==> src/rtl/rom_spi_reader_pkg.sv <==
// Shared constants and address helper for the SPI NOR ROM page reader.
package rom_spi_reader_pkg;

  localparam logic [7:0] SPI_CMD_READ    = 8'h03;
  localparam int         FLASH_ADDR_BITS = 24;

  typedef logic [FLASH_ADDR_BITS-1:0] flash_addr_t;

  // Page bits shifted beyond the flash address width are discarded; the sum wraps.
  function automatic flash_addr_t page_base_addr(input logic [15:0] page,
                                                 input flash_addr_t base,
                                                 input int          page_bits);
    flash_addr_t offset;
    offset = flash_addr_t'(page) << page_bits;
    return base + offset;
  endfunction

endpackage

==> src/rtl/rom_spi_reader_shift.sv <==
// SPI mode-0 shift engine: clock divider, SCK, 32-bit TX shifter, 8-bit RX shifter.
module spi_shift_engine #(
  parameter int CLK_DIV = 2
) (
  input  logic        clk,
  input  logic        rst_n,
  input  logic        start,
  input  logic        load_tx,
  input  logic [5:0]  nbits,
  input  logic [31:0] tx_data,
  input  logic        miso,
  output logic        sck,
  output logic        mosi,
  output logic        done,
  output logic [7:0]  rx
);

  localparam int             DIV_W    = (CLK_DIV > 1) ? $clog2(CLK_DIV) : 1;
  localparam logic [DIV_W-1:0] DIV_LAST = DIV_W'(CLK_DIV - 1);

  logic             run_q, run_d;
  logic             sck_q, sck_d;
  logic [DIV_W-1:0] div_q, div_d;
  logic [5:0]       bits_q, bits_d;
  logic [31:0]      tx_q, tx_d;
  logic [7:0]       rx_q, rx_d;
  logic             tick;

  assign tick = run_q && (div_q == DIV_LAST);
  // done marks the edge that produces the last falling SCK of the burst.
  assign done = tick && sck_q && (bits_q == 6'd1);

  always_comb begin
    // NOTE: every signal written here gets a default first, so no path infers a latch.
    run_d  = run_q;
    sck_d  = sck_q;
    div_d  = div_q;
    bits_d = bits_q;
    tx_d   = tx_q;
    rx_d   = rx_q;
    if (run_q) div_d = tick ? '0 : div_q + 1'b1;
    if (tick) begin
      sck_d = ~sck_q;
      if (!sck_q) begin
        rx_d = {rx_q[6:0], miso};
      end else begin
        bits_d = bits_q - 6'd1;
        tx_d   = {tx_q[30:0], 1'b0};
        if (bits_q == 6'd1) run_d = 1'b0;
      end
    end
    if (load_tx) tx_d = tx_data;
    if (start) begin
      run_d  = 1'b1;
      bits_d = nbits;
      div_d  = '0;
    end
  end

  // NOTE: state flops use non-blocking assignments and clear asynchronously on rst_n low.
  always_ff @(posedge clk or negedge rst_n) begin
    if (!rst_n) begin
      run_q  <= 1'b0;
      sck_q  <= 1'b0;
      div_q  <= '0;
      bits_q <= '0;
      tx_q   <= '0;
      rx_q   <= '0;
    end else begin
      run_q  <= run_d;
      sck_q  <= sck_d;
      div_q  <= div_d;
      bits_q <= bits_d;
      tx_q   <= tx_d;
      rx_q   <= rx_d;
    end
  end

  assign sck  = sck_q;
  assign mosi = tx_q[31];
  assign rx   = rx_q;

endmodule

==> src/rtl/rom_spi_reader.sv <==
// ROM page responder: streams one MEM_PAGE-byte page from SPI NOR flash per request.
module rom_spi_reader
  import rom_spi_reader_pkg::*;
#(
  parameter int          MEM_PAGE   = 32,
  parameter flash_addr_t FLASH_BASE = 24'h000000,
  parameter int          CLK_DIV    = 2,
  parameter int          CS_GAP     = 4
) (
  input  logic        clk,
  input  logic        rst_n,
  input  logic        rom_start,
  input  logic [15:0] rom_page,
  output logic        rom_busy,
  output logic        rom_ready,
  output logic [7:0]  rom_data,
  output logic        spi_sck,
  output logic        spi_cs_n,
  output logic        spi_mosi,
  input  logic        spi_miso
);

  localparam int          PAGE_BITS  = $clog2(MEM_PAGE);
  localparam logic [7:0]  COUNT_INIT = 8'(MEM_PAGE - 1);
  // The IDLE cycle that takes the next request also keeps cs_n high, so GAP is one shorter.
  localparam logic [15:0] GAP_LAST   = (CS_GAP > 1) ? 16'(CS_GAP - 2) : 16'd0;

  typedef enum logic [2:0] {
    S_IDLE,
    S_CMD,
    S_DATA,
    S_STROBE,
    S_GAP
  } state_e;

  state_e      state_q, state_d;
  logic        busy_q, busy_d;
  logic        ready_q, ready_d;
  logic [7:0]  data_q, data_d;
  logic        cs_n_q, cs_n_d;
  logic [7:0]  count_q, count_d;
  logic [15:0] gap_q, gap_d;

  logic        eng_start;
  logic        eng_load;
  logic [5:0]  eng_nbits;
  logic [31:0] eng_tx;
  logic        eng_done;
  logic [7:0]  eng_rx;

  assign eng_tx = {SPI_CMD_READ, page_base_addr(rom_page, FLASH_BASE, PAGE_BITS)};

  always_comb begin
    state_d   = state_q;
    busy_d    = busy_q;
    ready_d   = 1'b0;
    data_d    = data_q;
    cs_n_d    = cs_n_q;
    count_d   = count_q;
    gap_d     = gap_q;
    eng_start = 1'b0;
    eng_load  = 1'b0;
    eng_nbits = 6'd8;
    unique case (state_q)
      S_IDLE: begin
        if (rom_start) begin
          busy_d    = 1'b1;
          cs_n_d    = 1'b0;
          count_d   = COUNT_INIT;
          eng_start = 1'b1;
          eng_load  = 1'b1;
          eng_nbits = 6'd32;
          state_d   = S_CMD;
        end
      end
      S_CMD: begin
        if (eng_done) begin
          eng_start = 1'b1;
          state_d   = S_DATA;
        end
      end
      S_DATA: begin
        if (eng_done) begin
          ready_d = 1'b1;
          data_d  = eng_rx;
          state_d = S_STROBE;
        end
      end
      S_STROBE: begin
        if (count_q != 8'd0) begin
          count_d   = count_q - 8'd1;
          eng_start = 1'b1;
          state_d   = S_DATA;
        end else begin
          // Busy and cs_n release on the same edge that ends the final strobe.
          busy_d  = 1'b0;
          cs_n_d  = 1'b1;
          gap_d   = '0;
          state_d = S_GAP;
        end
      end
      S_GAP: begin
        gap_d = gap_q + 16'd1;
        if (gap_q == GAP_LAST) state_d = S_IDLE;
      end
      default: state_d = S_IDLE;
    endcase
  end

  always_ff @(posedge clk or negedge rst_n) begin
    if (!rst_n) begin
      state_q <= S_IDLE;
      busy_q  <= 1'b0;
      ready_q <= 1'b0;
      data_q  <= 8'h00;
      cs_n_q  <= 1'b1;
      count_q <= 8'h00;
      gap_q   <= '0;
    end else begin
      state_q <= state_d;
      busy_q  <= busy_d;
      ready_q <= ready_d;
      data_q  <= data_d;
      cs_n_q  <= cs_n_d;
      count_q <= count_d;
      gap_q   <= gap_d;
    end
  end

  spi_shift_engine #(
    .CLK_DIV (CLK_DIV)
  ) u_shift (
    .clk     (clk),
    .rst_n   (rst_n),
    .start   (eng_start),
    .load_tx (eng_load),
    .nbits   (eng_nbits),
    .tx_data (eng_tx),
    .miso    (spi_miso),
    .sck     (spi_sck),
    .mosi    (spi_mosi),
    .done    (eng_done),
    .rx      (eng_rx)
  );

  assign rom_busy  = busy_q;
  assign rom_ready = ready_q;
  assign rom_data  = data_q;
  assign spi_cs_n  = cs_n_q;

endmodule

==> config.mk <==
export PLATFORM = sky130hd
export DESIGN_NAME = rom_spi_reader
export DESIGN_NICKNAME = d
export VERILOG_FILES = /design/src/rtl/rom_spi_reader_pkg.sv /design/src/rtl/rom_spi_reader_shift.sv /design/src/rtl/rom_spi_reader.sv
export SDC_FILE = /design/constraint.sdc
export NUM_CORES = 1
export LEC_CHECK = 0
export CORE_MARGIN = 1
export CORE_UTILIZATION = 50
export DETAILED_ROUTE_END_ITERATION = 10
export GPL_ROUTABILITY_DRIVEN = 0
export GPL_TIMING_DRIVEN = 0
export PLACE_DENSITY = 0.7
export SKIP_CTS_REPAIR_TIMING = 1
export SLEW_MARGIN = 30
export SYNTH_ARGS = -nofsm -noshare
export SYNTH_HDL_FRONTEND = slang
export SYNTH_HIERARCHICAL = 1
export SYNTH_SLANG_ARGS = --single-unit
==> constraint.sdc <==
create_clock -name clk -period 4.9 [get_ports clk]
set_input_delay 0.735 -clock clk [delete_from_list [all_inputs] [get_ports clk]]
set_output_delay 0.735 -clock clk [all_outputs]
set_load 0.005 [all_outputs]
==> results of run 1 <==
-- area by class of cell --
class / instances / area (um^2)
Tap cell: 102 / 128
Inverter: 12 / 46.3
Clock inverter: 5 / 33.8
Timing Repair Buffer: 33 / 349
Sequential cell: 87 / 2180
Clock buffer: 11 / 141
Buffer: 20 / 103
Fill cell: 708 / 3020
Multi-Input combinational cell: 289 / 1850
-- flip-flops by register name (all words and copies together) (netlist names) --
signal / count
u_shift/tx_q: 32
gap_q: 16
count_q: 8
rom_data: 8
u_shift/rx: 8
u_shift/bits_q: 6
state_q: 3
rom_busy: 1
rom_ready: 1
spi_cs_n: 1
u_shift/div_q: 1
u_shift/run_q: 1
u_shift/sck: 1
-- logic make-up (layout without fill, tap and decap cells) --
group                    count (synthesis)  count (layout)
AND/OR/NAND/NOR                        122             122
flip-flops                              87              87
AO/OA/AOI/OAI                           85              85
multiplexers                            53              53
buffers and inverters                   32              81
adder cells (fa/ha/maj)                  6               6
XOR/XNOR                                 3               3
other                                    2              20
-- power by group --
part           total [W]  switching [W]  internal, W
Combinational   0.000751       0.000374     0.000377
Clock           0.000446       0.000248     0.000197
Sequential       0.00111       0.000153     0.000961
Total            0.00231       0.000776      0.00154
-- worst max-delay path by stage --
stage          slack [ns]                      endpoint  cells past startpoint
3_3_place_gp        -0.08  u_shift/tx_q[18]$_DFFE_PN0P_                      1
3_5_place_dp         1.90  u_shift/tx_q[13]$_DFFE_PN0P_                      8
2_1_floorplan        2.75  u_shift/tx_q[10]$_DFFE_PN0P_                      6
4_1_cts              2.27  u_shift/tx_q[24]$_DFFE_PN0P_                      8
5_1_grt              2.07  u_shift/tx_q[14]$_DFFE_PN0P_                      8
6_report             2.28  u_shift/tx_q[31]$_DFFE_PN0P_                      7
-- worst max-delay path: cells and delay by family --
kind | cells | cell delay, ns
buffers and inverters | 5 | 1.54
AND/OR/NAND/NOR | 1 | 0.43
AO/OA/AOI/OAI | 1 | 0.13
-- routing by layer --
metal | global-route usage | vias to the layer above
met2 | 0.311 | 36
li1 | - | 1500
met4 | 0.0808 | 0
met1 | 0.240 | 1444
met5 | 0 | -
met3 | 0.0296 | 9
-- metrics by stage --
stage	cell area, um^2	utilization	TNS [ns]
5_1_grt	4830	0.616	0
4_1_cts	4830	0.616	0
2_1_floorplan	4180	-	0
6_report	4830	0.616	0
3_5_place_dp	4660	0.593	0
3_3_place_gp	4630	0.590	-6.65
-- cell usage after synthesis, drive strengths merged (5+ instances only) --
cell,instances
a31oi,9
inv,11
nand2,56
nor2,12
mux2i,35
a21oi,5
clkbuf,10
o31ai,6
dfrtp,86
nor3,7
nand3,12
nand4,6
ha,6
mux2,18
buf,10
o21ai,51
==> impl_metrics.env, run 1 <==
export IMPL_wl_met1_um=3440
export IMPL_relSlewSlack=0.582
export IMPL_htree_levels=3
export IMPL_layout_drive_gt1_share=0.103
export IMPL_tightest_slew_ns=0.622
export IMPL_yosys_top_cells_area="dfrtp_1 (52%), mux2i_1 (8.5%), nand2_1 (5.1%)"
export IMPL_maxCapViolCount=0
export IMPL_drt_iter0_drc=105
export IMPL_highest_layer="met4"
export IMPL_synthMuxAreaShare=0.134
export IMPL_die_area_mm2=0.00859
export IMPL_post_route_period_util=0.535
export IMPL_synthDistinctLibCells=54
export IMPL_routed_via_density=5.35
export IMPL_clock_latency_ns=0.34
export IMPL_r2r_setup_slack_ns=2.54
export IMPL_rows=32
export IMPL_status="finished, final reports clean"
export IMPL_worstSetupStartpoint="rom_start"
export IMPL_total_power_w=0.00231
export IMPL_hold_ws_ns=0.235
export IMPL_setup_violations=0
export IMPL_setup_slack_ns=2.28
export IMPL_numCtsBuffers=9
export IMPL_worstPathArrival_ns=2.83
export IMPL_synth_area_leader_cell="dfrtp_1"
export IMPL_endpoint_kind="flip-flop"
export IMPL_ys_ff_latch=87
export IMPL_ir_drop_uv=228
export IMPL_io_buffers=32
export IMPL_reg2reg_from="state_q[2]$_DFFE_PN0P_"
export IMPL_io_pins=33
export IMPL_cts_buffer_depth=2
export IMPL_start_util=0.524
export IMPL_rr_worst_depth=7
export IMPL_routed_wl_um=7190
export IMPL_antennaDiodeCount=0
export IMPL_synth_top_family_by_area="simple AND/OR/NAND/NOR gates"
export IMPL_dr_pass1_iters=4
export IMPL_core_area_mm2=0.00785
export IMPL_final_common_cell="dfrtp_1"
export IMPL_synth_top_flop_cell="dfrtp_1"
export IMPL_instances_no_fill=559
export IMPL_hp_class="input port to asynchronous set/reset pin"
export IMPL_yosys_warnings=6
export IMPL_path_max_fanout=10
export IMPL_num_vias=2989
export IMPL_overflow=0
export IMPL_synth_edf_count=0
export IMPL_root_buffer="clkbuf_8"
export IMPL_path_cells="clkdlybuf4s50_1, or4b_1, clkbuf_2, clkinv_2, buf_1, clkbuf_1, o21ai_1"
export IMPL_cpPeakStageDelay_ns=0.49
export IMPL_grt_max_degree=65
export IMPL_ant_nets=0
export IMPL_met3_length_um=176
export IMPL_grtUsageTotal=0.186
export IMPL_start_kind="input port"
export IMPL_grt_pass1_wl_um=12800
export IMPL_syn_to_final_growth_pct=17.5
export IMPL_synth_top_area_frac=0.523
export IMPL_die_w_um=92.7
export IMPL_dp_hpwl_um=4970
export IMPL_synthArstFlopShare=1.00
export IMPL_synth_fa_ha_area_frac=0.0183
export IMPL_clkSinkCount=87
export IMPL_syn_area_per_cell_um2=10.5
export IMPL_synth_compound_area_frac=0.120
export IMPL_syn_area_mm2=0.00411
export IMPL_r2r_end="u_shift/tx_q[31]$_DFFE_PN0P_"
export IMPL_critical_path_class="input port to flip-flop"
export IMPL_placedCellCount=543
export IMPL_synth_xor_area_frac=0.00639
export IMPL_dr_wl_met2_um=3480
export IMPL_clk_pin_slew_ns=0.08
export IMPL_finClkSkew_ns=0.00705
export IMPL_synthSimpleGateAreaFrac=0.154
export IMPL_antenna_found_initial=0
export IMPL_syn_inst=390
export IMPL_die_y_um=92.7
export IMPL_nNetsFinal=478
export IMPL_pre_cts_ws_ns=1.90
export IMPL_grt_pass1_vias=2929
export IMPL_wire_per_inst_um=12.9
export IMPL_grt_setup_unrepaired="false"
export IMPL_drc_errors=0
export IMPL_timing_fmax_ghz=0.382
export IMPL_hold_viol=0
export IMPL_finalCriticalPeriod_ns=2.62
export IMPL_p_leak_nw=2.22
export IMPL_p_per_area_mw_per_mm2=478
export IMPL_ys_seq_area_frac=0.530
export IMPL_maxSlewViolCount=0
export IMPL_worstPathRequired_ns=5.11
export IMPL_cp_slowest_cell="clkdlybuf4s50_1"
export IMPL_cts_tree="done"
export IMPL_mostFrequentLayoutCells="dfrtp_1 (86), nand2_1 (56), mux2i_1 (35)"
(Power assumes the default switching activity.)
==> run 2, diff against run 1 <==
--- a/config.mk
+++ b/config.mk
@@ -10,7 +10,7 @@
 export DETAILED_ROUTE_END_ITERATION = 10
 export GPL_ROUTABILITY_DRIVEN = 0
 export GPL_TIMING_DRIVEN = 0
-export PLACE_DENSITY = 0.7
+export PLACE_DENSITY = 0.73
 export SKIP_CTS_REPAIR_TIMING = 1
 export SLEW_MARGIN = 30
 export SYNTH_ARGS = -nofsm -noshare
==> constraint.sdc (replaced) <==
create_clock -name clk -period 2.4 [get_ports clk]
set_input_delay 0.36 -clock clk [delete_from_list [all_inputs] [get_ports clk]]
set_output_delay 0.36 -clock clk [all_outputs]
set_load 0.005 [all_outputs]
==> impl_metrics.env, run 2 (synthesis results as in run 1) <==
export IMPL_relSlewSlack=0.562
export IMPL_regMostFlops="u_shift/tx_q"
export IMPL_status="finished, final reports clean"
export IMPL_drc_errors=0
export IMPL_maxCapViolCount=0
export IMPL_io_buffers=32
export IMPL_clk_pin_slew_ns=0.08
export IMPL_syn_to_final_growth_pct=18.6
export IMPL_root_buffer="clkbuf_8"
export IMPL_finalCriticalPeriod_ns=2.23
export IMPL_die_area_mm2=0.00859
export IMPL_p_leak_nw=2.27
export IMPL_cts_buffer_depth=2
export IMPL_endpoint_kind="flip-flop"
export IMPL_tightest_slew_ns=0.654
export IMPL_grt_pass1_wl_um=13200
export IMPL_io_pins=33
export IMPL_htree_levels=3
export IMPL_setup_slack_ns=0.165
export IMPL_finClkSkew_ns=0.00455
export IMPL_ant_nets=0
export IMPL_rows=32
export IMPL_grt_pass1_vias=2958
export IMPL_ir_drop_uv=567
export IMPL_p_per_area_mw_per_mm2=988
export IMPL_nNetsFinal=480
export IMPL_overflow=0
export IMPL_drt_iter0_drc=183
export IMPL_dp_hpwl_um=5060
export IMPL_path_max_fanout=10
export IMPL_clock_latency_ns=0.35
export IMPL_routed_wl_um=7470
export IMPL_placedCellCount=543
export IMPL_maxSlewViolCount=0
export IMPL_hold_ws_ns=0.472
export IMPL_wire_per_inst_um=13.4
export IMPL_layout_drive_gt1_share=0.114
export IMPL_top_regs="u_shift/tx_q: 32 flops, gap_q: 16 flops"
export IMPL_numCtsBuffers=9
export IMPL_timing_fmax_ghz=0.448
export IMPL_hp_class="flip-flop to flip-flop"
export IMPL_clkSinkCount=87
export IMPL_num_vias=2990
export IMPL_start_util=0.524
export IMPL_routed_via_density=5.35
export IMPL_fin_area_mm2=0.00488
export IMPL_die_y_um=92.7
export IMPL_pre_cts_ws_ns=-0.237
export IMPL_worstPathArrival_ns=2.45
export IMPL_instances_no_fill=559
export IMPL_post_route_period_util=0.931
export IMPL_grtUsageTotal=0.192
export IMPL_critical_path_class="flip-flop to flip-flop"
export IMPL_cts_tree="done"
export IMPL_largest_reg_flops=32
export IMPL_antenna_found_initial=0
export IMPL_total_power_w=0.00482
export IMPL_setup_violations=0
export IMPL_final_common_cell="dfrtp_1"
export IMPL_start_kind="flip-flop"
export IMPL_die_w_um=92.7
export IMPL_mostFrequentLayoutCells="dfrtp_1 (86), nand2_1 (56), mux2i_1 (35)"
export IMPL_worstPathRequired_ns=2.61
export IMPL_hold_viol=0
export IMPL_dr_pass1_iters=4
export IMPL_grt_max_degree=48
export IMPL_antennaDiodeCount=0
export IMPL_num_fill_cells=673
export IMPL_grt_setup_unrepaired="false"
export IMPL_place_area_mm2=0.00466
export IMPL_core_area_mm2=0.00785
-- run 2: changes by cell type in the layout (fill, tap and decap cells not counted), moves of 2 or more --
cell and delta:
clkbuf_1 -3, clkbuf_2 +6, clkinv_2 -2, clkinvlp_4 -2
-- run 2: power breakdown --
group | leakage, nW | total, W | switching (W) | internal, W
Combinational | 1.09 | 0.00156 | 0.000783 | 0.000778
Clock | 0.0896 | 0.000971 | 0.000470 | 0.000501
Sequential | 1.08 | 0.00229 | 0.000325 | 0.00196
-- run 2: worst paths after layout --
| check | endpoint | cells after the start | startpoint | slack [ns] |
|---|---|---|---|---|
| hold reg to reg | spi_cs_n$_DFFE_PN1P_ | 2 | spi_cs_n$_DFFE_PN1P_ | 0.47 |
| setup / recovery | u_shift/tx_q[5]$_DFFE_PN0P_ | 7 | state_q[2]$_DFFE_PN0P_ | 0.17 |
| hold / removal | spi_cs_n$_DFFE_PN1P_ | 2 | spi_cs_n$_DFFE_PN1P_ | 0.47 |
| max in group asynchronous | u_shift/tx_q[19]$_DFFE_PN0P_ | 3 | rst_n | 1.36 |
| min in group asynchronous | count_q[3]$_DFFE_PN0P_ | 2 | rst_n | 0.49 |
| setup reg to reg | u_shift/tx_q[5]$_DFFE_PN0P_ | 7 | state_q[2]$_DFFE_PN0P_ | 0.17 |
-- run 2: area by class of cell --
type / instances / area (um^2) / share of cell area
Buffer: 20 / 110 / 0.0226
Multi-Input combinational cell: 289 / 1870 / 0.383
Clock buffer: 13 / 149 / 0.0305
Inverter: 12 / 46.3 / 0.00949
Sequential cell: 87 / 2180 / 0.447
Clock inverter: 1 / 30.0 / 0.00616
Timing Repair Buffer: 35 / 367 / 0.0752
Tap cell: 102 / 128 / 0.0262
-- run 2: critical path: stages (launching register included) --
cell and delay, ns:
dfrtp_1 0.36, buf_2 0.16, or4b_1 0.52, clkbuf_2 0.18
clkinv_2 0.16, clkbuf_2 0.23, clkbuf_1 0.36, o21ai_1 0.14
-- run 2: routing by layer --
metal,global-route usage,vias up,routed length (um)
met4,0.0885,0,96
met2,0.312,49,3640
met1,0.253,1434,3520
met5,0,-,0
met3,0.0296,9,211
li1,-,1498,-
-- run 2: metrics by stage --
| stage | util | setup TNS, ns |
|---|---|---|
| floorplan | - | 0 |
| global placement | 0.590 | -192.35 |
| detailed placement | 0.593 | -5.65 |
| CTS | 0.616 | -0.0127 |
| global route | 0.621 | 0 |
| finish | 0.621 | 0 |
==> run 3, diff against run 2 <==
--- a/config.mk
+++ b/config.mk
@@ -11,6 +11,7 @@
 export GPL_ROUTABILITY_DRIVEN = 0
 export GPL_TIMING_DRIVEN = 0
 export PLACE_DENSITY = 0.73
+export REMOVE_ABC_BUFFERS = 1
 export SKIP_CTS_REPAIR_TIMING = 1
 export SLEW_MARGIN = 30
 export SYNTH_ARGS = -nofsm -noshare
==> impl_metrics.env, run 3 (synthesis results as in run 1) <==
export IMPL_clkSinkCount=87
export IMPL_reg2reg_from="u_shift/run_q$_DFFE_PN0P_"
export IMPL_htree_levels=3
export IMPL_grtUsageTotal=0.186
export IMPL_switchingPower_w=0.00165
export IMPL_relSlewSlack=0.604
export IMPL_clockPowerShare=0.215
export IMPL_worstPathRequired_ns=2.63
export IMPL_setup_slack_ns=0.202
export IMPL_endpoint_kind="flip-flop"
export IMPL_finClkSkew_ns=0.0127
export IMPL_drc_errors=0
export IMPL_hold_ws_ns=0.434
export IMPL_die_y_um=92.7
export IMPL_syn_to_final_growth_pct=18.3
export IMPL_nNetsFinal=462
export IMPL_root_buffer="clkbuf_8"
export IMPL_clk_pin_slew_ns=0.09
export IMPL_wire_per_inst_um=13.4
export IMPL_p_leak_nw=2.21
export IMPL_rows=32
export IMPL_total_power_w=0.00489
export IMPL_post_route_period_util=0.916
export IMPL_grt_pass1_wl_um=12500
export IMPL_top_regs="u_shift/tx_q: 32 flops, gap_q: 16 flops"
export IMPL_maxSlewViolCount=0
export IMPL_pre_cts_ws_ns=-0.787
export IMPL_mostFrequentLayoutCells="dfrtp_1 (86), nand2_1 (56), mux2i_1 (35)"
export IMPL_critical_path_class="flip-flop to flip-flop"
export IMPL_ant_nets=0
export IMPL_r2r_end="u_shift/bits_q[3]$_DFFE_PN0P_"
export IMPL_p_comb_frac=0.312
export IMPL_core_area_mm2=0.00785
export IMPL_path_cells="nand3_4, buf_12, nor4_2, nand2_1, nor3_1, or3_4, inv_1, nor2_1, a31oi_1"
export IMPL_pwr_share_seq=0.473
export IMPL_hold_viol=0
export IMPL_maxCapViolCount=0
export IMPL_cts_buffer_depth=2
export IMPL_dp_hpwl_um=4650
export IMPL_hp_class="input port to asynchronous set/reset pin"
export IMPL_finalCriticalPeriod_ns=2.20
export IMPL_rr_worst_depth=9
export IMPL_status="finished, final reports clean"
export IMPL_final_common_cell="dfrtp_1"
export IMPL_start_util=0.524
export IMPL_cpLargestDelayFamily="simple AND/OR/NAND/NOR gates"
export IMPL_setup_violations=0
export IMPL_crit_buf_inv=2
export IMPL_clock_latency_ns=0.36
export IMPL_internal_power_w=0.00324
export IMPL_dr_pass1_iters=4
export IMPL_layout_drive_gt1_share=0.102
export IMPL_die_w_um=92.7
export IMPL_p_per_area_mw_per_mm2=1000
export IMPL_num_vias=2950
export IMPL_largest_reg_flops=32
export IMPL_instances_no_fill=543
export IMPL_switching_share=0.338
export IMPL_antennaDiodeCount=0
export IMPL_numCtsBuffers=9
export IMPL_cp_slowest_cell="dfrtp_1"
export IMPL_tightest_slew_ns=0.591
export IMPL_start_kind="flip-flop"
export IMPL_overflow=0
export IMPL_final_util=0.620
export IMPL_cpPeakStageDelay_ns=0.47
export IMPL_grt_pass1_vias=2783
export IMPL_worstPathArrival_ns=2.42
export IMPL_io_pins=33
export IMPL_regMostFlops="u_shift/tx_q"
export IMPL_antenna_found_initial=0
export IMPL_die_area_mm2=0.00859
export IMPL_cts_tree="done"
export IMPL_ir_drop_uv=429
export IMPL_path_max_fanout=38
export IMPL_r2r_setup_slack_ns=0.20
export IMPL_routed_wl_um=7280
export IMPL_io_buffers=32
export IMPL_grt_setup_unrepaired="false"
export IMPL_timing_fmax_ghz=0.455
export IMPL_drt_iter0_drc=148
export IMPL_grt_max_degree=74
export IMPL_placedCellCount=524
export IMPL_routed_via_density=5.43
==> run 3: cell count changes in the layout (fill, tap and decap cells not counted), sizes merged <==
| cell | delta |
|---|---|
| inv | +2 |
| clkinv | +1 |
| clkbuf | -14 |
| buf | -7 |
| clkinvlp | +2 |
==> run 3: metrics by stage <==
step	setup TNS, ns	area, um^2
2_1_floorplan	-13.44	4080
3_3_place_gp	-226.43	4530
3_5_place_dp	-8.05	4590
4_1_cts	-2.48	4790
5_1_grt	0	4870
6_report	0	4870
==> run 3: power groups by stage <==
stage | sequential [W] | combinational, W | clock [W]
2_1_floorplan | 0.00223 | 0.00117 | 0
4_1_cts | 0.00230 | 0.00152 | 0.00108
3_5_place_dp | 0.00233 | 0.00152 | 0
6_report | 0.00231 | 0.00152 | 0.00105
3_3_place_gp | 0.00230 | 0.00145 | 0
5_1_grt | 0.00239 | 0.00173 | 0.00114
==> run 3: worst max-delay path by stage <==
stage / startpoint / end / slack, ns / cells after the start
finish: u_shift/run_q$_DFFE_PN0P_ / u_shift/bits_q[3]$_DFFE_PN0P_ / 0.20 / 9
global route: u_shift/run_q$_DFFE_PN0P_ / u_shift/bits_q[5]$_DFFE_PN0P_ / 0.04 / 9
CTS: state_q[0]$_DFFE_PN0P_ / u_shift/bits_q[5]$_DFFE_PN0P_ / -0.47 / 6
detailed placement: rom_start / u_shift/bits_q[5]$_DFFE_PN0P_ / -0.79 / 7
global placement: rst_n / u_shift/tx_q[27]$_DFFE_PN0P_ / -2.18 / 1
floorplan: u_shift/run_q$_DFFE_PN0P_ / rom_data[0]$_DFFE_PN0P_ / -0.88 / 4
==> run 3: worst reg2reg max path: stages, from the launching register on <==
cell,delay [ns]
dfrtp_1,0.47
nand3_4,0.12
buf_12,0.21
nor4_2,0.43
nand2_1,0.15
nor3_1,0.18
or3_4,0.20
inv_1,0.12
nor2_1,0.14
a31oi_1,0.06
==> run 3: area by class of cell <==
class / instances / area [um^2]
Fill cell: 685 / 2980
Sequential cell: 87 / 2180
Multi-Input combinational cell: 289 / 1900
Timing Repair Buffer: 37 / 394
Clock buffer: 10 / 138
Tap cell: 102 / 128
Clock inverter: 6 / 67.6
Inverter: 12 / 57.6
==> run 3: layer usage <==
| layer | wire length (um) | GRT usage | vias up | share of wire |
|---|---|---|---|---|
| li1 | - | - | 1465 | - |
| met1 | 3390 | 0.246 | 1432 | 0.47 |
| met2 | 3610 | 0.300 | 42 | 0.50 |
| met3 | 171 | 0.0304 | 11 | 0.023 |
| met4 | 111 | 0.0846 | 0 | 0.015 |
| met5 | 0 | 0 | - | 0 |
